==> config.mk <==
export PLATFORM = sky130hd
export DESIGN_NAME = exception_controller
export DESIGN_NICKNAME = d
export VERILOG_FILES = /design/src/rtl/exception_controller.sv
export SDC_FILE = /design/constraint.sdc
export NUM_CORES = 1
export LEC_CHECK = 0
export BUFFER_PORTS_ARGS = -buffer_cell sky130_fd_sc_hd__buf_2
export CORE_AREA = 3 3 40 42
export DETAILED_ROUTE_END_ITERATION = 10
export DIE_AREA = 0 0 43 45
export GPL_TIMING_DRIVEN = 0
export HOLD_SLACK_MARGIN = 0.08
export PLACE_DENSITY = 0.68
export SLEW_MARGIN = 20
export SYNTH_ARGS = -nofsm -noshare
export SYNTH_HDL_FRONTEND = slang
export SYNTH_SLANG_ARGS = --single-unit
==> constraint.sdc <==
create_clock -name clk -period 2.8 [get_ports clk]
set_input_delay 0 -clock clk [delete_from_list [all_inputs] [get_ports clk]]
set_output_delay 0 -clock clk [all_outputs]
set_load 0.1 [all_outputs]
==> src/rtl/exception_controller.sv <==
`timescale 1ns/1ps
// Exception controller: latches MemFault/InvalidOp/ExtIRQ causes and runs a
// request/ack/return handshake. Define EXC_CTRL_TIMEOUT_EN for the ExcAck timeout.
module exception_controller #(
   parameter int unsigned TIMEOUT_CYCLES = 255
) (
   input  logic       clk,
   input  logic       reset,
   input  logic       ExtIRQ,
   input  logic       InvalidOp,
   input  logic       MemFault,
   input  logic       IrqMask,
   input  logic       ExcAck,
   input  logic       ERet,
   output logic       Exc,
   output logic [3:0] EStatus,
   output logic       Busy,
   output logic       Overrun,
   output logic       AckTimeout
);

   // Cause index i reports cause code i+1: 0 = ExtIRQ, 1 = InvalidOp, 2 = MemFault.
   localparam int NUM_CAUSES = 3;

   typedef enum logic [1:0] {
      ST_IDLE,
      ST_REQ,
      ST_SERVICE
   } state_t;

   state_t                state_reg;
   logic                  irq_meta_reg;
   logic                  irq_sync_reg;
   logic                  irq_last_reg;
   logic                  irq_rise;
   logic [NUM_CAUSES-1:0] event_vec;
   logic [NUM_CAUSES-1:0] pend_reg;
   logic [NUM_CAUSES-1:0] pend_next;
   logic [NUM_CAUSES-1:0] eligible;
   logic [NUM_CAUSES-1:0] grant;
   logic [NUM_CAUSES-1:0] consume;
   logic [NUM_CAUSES-1:0] requeue;
   logic [NUM_CAUSES-1:0] overrun_hit;
   logic [3:0]            win_code;
   logic                  timeout_fire;
   logic                  exc_reg;
   logic [3:0]            estatus_reg;
   logic                  busy_reg;
   logic                  overrun_reg;

   if (TIMEOUT_CYCLES < 1 || TIMEOUT_CYCLES > 255) begin : g_bad_timeout
      $error("TIMEOUT_CYCLES must be in 1..255");
   end

   always_ff @(posedge clk or negedge reset) begin
      if (!reset) begin
         irq_meta_reg <= 1'b0;
         irq_sync_reg <= 1'b0;
         irq_last_reg <= 1'b0;
      end else begin
         irq_meta_reg <= ExtIRQ;
         irq_sync_reg <= irq_meta_reg;
         irq_last_reg <= irq_sync_reg;
      end
   end

   assign irq_rise  = irq_sync_reg & ~irq_last_reg;
   assign event_vec = {MemFault, InvalidOp, irq_rise};
   // A masked ExtIRQ stays latched; it is only kept out of arbitration.
   assign eligible  = (pend_reg | event_vec) & {2'b11, ~IrqMask};

   always_comb begin
      grant    = '0;
      win_code = 4'b0000;
      if (eligible[2]) begin
         grant[2] = 1'b1;
         win_code = 4'b0011;
      end else if (eligible[1]) begin
         grant[1] = 1'b1;
         win_code = 4'b0010;
      end else if (eligible[0]) begin
         grant[0] = 1'b1;
         win_code = 4'b0001;
      end
   end

   assign consume = (state_reg == ST_IDLE) ? grant : '0;

   // A consumed cause stays pending only if it was already pending and a fresh
   // event of the same kind arrives in the same cycle.
   for (genvar gi = 0; gi < NUM_CAUSES; gi++) begin : g_cause
      assign requeue[gi]     = timeout_fire && (estatus_reg == 4'(gi + 1));
      assign overrun_hit[gi] = event_vec[gi] & pend_reg[gi];
      assign pend_next[gi]   = consume[gi] ? (pend_reg[gi] & event_vec[gi])
                                           : (pend_reg[gi] | event_vec[gi] | requeue[gi]);
   end

`ifdef EXC_CTRL_TIMEOUT_EN
   localparam logic [7:0] TMO_LAST = 8'(TIMEOUT_CYCLES - 1);

   logic [7:0] tmo_cnt_reg;
   logic       ack_timeout_reg;

   assign timeout_fire = (state_reg == ST_REQ) && !ExcAck && (tmo_cnt_reg == TMO_LAST);

   // Counter is zero on the first REQ cycle because it idles at zero outside REQ.
   always_ff @(posedge clk or negedge reset) begin
      if (!reset) begin
         tmo_cnt_reg     <= 8'd0;
         ack_timeout_reg <= 1'b0;
      end else begin
         ack_timeout_reg <= timeout_fire;
         if (state_reg == ST_REQ && !timeout_fire)
            tmo_cnt_reg <= tmo_cnt_reg + 8'd1;
         else
            tmo_cnt_reg <= 8'd0;
      end
   end

   assign AckTimeout = ack_timeout_reg;
`else
   assign timeout_fire = 1'b0;
   assign AckTimeout   = 1'b0;
`endif

   always_ff @(posedge clk or negedge reset) begin
      if (!reset) begin
         state_reg   <= ST_IDLE;
         pend_reg    <= '0;
         exc_reg     <= 1'b0;
         estatus_reg <= 4'b0000;
         busy_reg    <= 1'b0;
         overrun_reg <= 1'b0;
      end else begin
         pend_reg <= pend_next;
         if (|overrun_hit)
            overrun_reg <= 1'b1;
         case (state_reg)
            ST_IDLE: begin
               if (|grant) begin
                  state_reg   <= ST_REQ;
                  exc_reg     <= 1'b1;
                  estatus_reg <= win_code;
               end
            end
            ST_REQ: begin
               if (ExcAck) begin
                  state_reg <= ST_SERVICE;
                  exc_reg   <= 1'b0;
                  busy_reg  <= 1'b1;
               end else if (timeout_fire) begin
                  state_reg <= ST_IDLE;
                  exc_reg   <= 1'b0;
               end
            end
            ST_SERVICE: begin
               if (ERet) begin
                  state_reg <= ST_IDLE;
                  busy_reg  <= 1'b0;
               end
            end
            default: state_reg <= ST_IDLE;
         endcase
      end
   end

   assign Exc     = exc_reg;
   assign EStatus = estatus_reg;
   assign Busy    = busy_reg;
   assign Overrun = overrun_reg;

endmodule

==> results.json <==
{
  "power_w": 0.000753,
  "drive_gt1_frac": 0.351,
  "ys_seq_area_frac": 0.569,
  "clock_skew_ns": 0.00285,
  "grt_max_degree": 14,
  "crit_path_max_fanout": 4,
  "yosysTopAreaCell": "dfrtp_1",
  "endpoint_kind": "register",
  "numCtsBuffers": 3,
  "synth_top_cell_area_share": 0.569,
  "synth-seq-cells": 13,
  "routedWlPerCell_um": 11.0,
  "cts_tree": "yes",
  "tns_ns": 0,
  "num_vias": 410,
  "synth_area_um2": 572,
  "maxCapViolCount": 0,
  "yosys_warnings": 0,
  "start_kind": "register",
  "yosysUniqueCellTypes": 22,
  "antenna_found_initial": 0,
  "fin_crit_ns": 1.49,
  "syn_to_final_growth_pct": 31.9,
  "period_share": 0.531,
  "finalHoldViolations": 0,
  "antenna_cells": 0,
  "hold_class": "in -> async",
  "largest_reg_flops": 3,
  "netlist_top_cells_area": "dfrtp_1 (57%), maj3_2 (5.9%), buf_4 (3.9%)",
  "initial_core_util": 0.445,
  "crit_type": "reg -> reg",
  "gr-total-overflow": 0,
  "power_density_mw_per_mm2": 998,
  "max_stage_delay_ns": 0.60,
  "track_usage": 0.123,
  "rows": 13,
  "fp.dieH_um": 45,
  "hold_buffers": 7,
  "port_buffers": 12,
  "wl_um": 983,
  "root_buffer": "clkbuf_4",
  "cpLargestDelayFamily": "buffers and inverters",
  "dieWidth_um": 43,
  "io_pins": 16,
  "drtPass1Iterations": 3,
  "drt-initial-drc-count": 2,
  "rsz0062_at_grt": "false",
  "clock_latency_ns": 0.27,
  "power_leakage_nw": 0.318,
  "cts_max_level": 1,
  "finalMaxSlewViolations": 0,
  "gp_congestion": 0.717,
  "post_cts_resized": 0,
  "core_region_area_mm2": 0.00128,
  "clock-sinks": 13,
  "avgViaCountPerCell": 4.61,
  "drc": 0,
  "dieArea_mm2": 0.00194,
  "grt_pass1_wl_um": 1660,
  "num-fill-cells": 123,
  "dp_hpwl_um": 726,
  "arrival_ns": 1.65,
  "slowest_stage": "dlygate4sd3_1",
  "path_buf_inv": 1,
  "synth_cells": 49,
  "crit_required_ns": 2.96,
  "grt_pass1_vias": 384,
  "cts_buffer_depth": 2,
  "syn_avg_cell_area_um2": 11.7,
  "nets": 83,
  "cts_setup_buffers": 0,
  "drtAntennaViolNets": 0,
  "max_clock_freq_mhz": 672,
  "path_cells": "a221oi_1, dlygate4sd3_1, nand2_1",
  "setup_viol": 0,
  "irDropWorstVdd_v": 0.000665,
  "status": "finished, final reports clean",
  "path_clk_slew_ns": 0.08
}
==> metal layers <==
metal | part of all wire | track usage
met5 | 0 | 0
met4 | 0 | 0.0542
met3 | 0.059 | 0.0598
met2 | 0.45 | 0.171
met1 | 0.49 | 0.162
==> cell usage after synthesis (all sizes together) <==
cell type  count
nand3          1
maj3           3
a221oi         1
dfrtp         13
a21oi          2
a22o           1
o21a           1
conb           1
or2            1
nand2          6
nor2b          2
o21ai          2
o31a           1
nor2           5
o311a          1
o211ai         2
nor3           1
buf            3
nand2b         1
o21bai         1
==> metrics by stage <==
| stage | area, µm² | utilization | hold WS, ns | setup slack, ns | instances |
|---|---|---|---|---|---|
| 3_3_place_gp | 658 | 0.512 | -0.103 | 1.63 | 78 |
| 6_report | 754 | 0.587 | 0.127 | 1.31 | 89 |
| 3_5_place_dp | 658 | 0.512 | -0.0993 | 1.63 | 78 |
| 4_1_cts | 754 | 0.587 | 0.133 | 1.35 | 89 |
| 5_1_grt | 754 | 0.587 | 0.128 | 1.22 | 89 |
| 2_1_floorplan | 579 | - | -0.296 | 1.46 | 51 |
==> logic make-up after synthesis <==
logic type,Yosys count,synth area share
compound gates,12,0.151
flops,13,0.569
simple gates,17,0.175
buf+inv,3,0.0394
other cells,1,0.00656
fa+ha+maj,3,0.0591
==> worst paths after layout <==
check                              from           end  slack, ns  depth (start not counted)
setup / recovery            pend_reg[1]       Overrun       1.31                          3
hold / removal                    reset  state_reg[1]       0.13                          2
setup reg to reg            pend_reg[1]       Overrun       1.31                          3
hold reg to reg            irq_meta_reg  irq_sync_reg       0.36                          0
max in group asynchronous         reset           Exc       2.45                          2
min in group clk                IrqMask    EStatus[0]       0.14                          4
==> layout make-up <==
type                       count  area, µm²  area share
sequential                    13        325       0.431
clock buffer                   4       26.3      0.0348
tap                           15       18.8      0.0249
multi-input combinational     35        231       0.307
timing repair buffer          19        130       0.172
buffer                         3       22.5      0.0299
==> cells in the final DEF (no fill, tap or decap) <==
master and count:
o311a_1 1, buf_2 12, o31a_1 1, nor3_4 1, o21bai_1 1, nor2b_2 1
nor2_2 2, nand2_1 6, o211ai_1 2, nor2_1 3, maj3_2 3, conb_1 3
clkbuf_1 1, clkbuf_4 3, a21oi_1 2, o21a_1 1, nand2b_1 1, dfrtp_1 13
buf_4 3, dlygate4sd3_1 7, or2_1 1, a22o_1 1, a221oi_1 1, nand3_2 1
o21ai_0 2, nor2b_1 1
==> power breakdown <==
group          leakage [nW]  internal [W]  switching (W)
Combinational         0.163     0.0000885       0.000261
Clock                0.0150     0.0000551      0.0000591
Sequential            0.140      0.000237      0.0000521
Total                 0.318      0.000381       0.000372
==> worst reg2reg max path, delay by kind of cell (launching register included) <==
kind / cells / cell delay, ns
flops: 1 / 0.44
simple gates: 1 / 0.05
buf+inv: 1 / 0.60
compound gates: 1 / 0.29
Power figures use the tool's default switching activity.
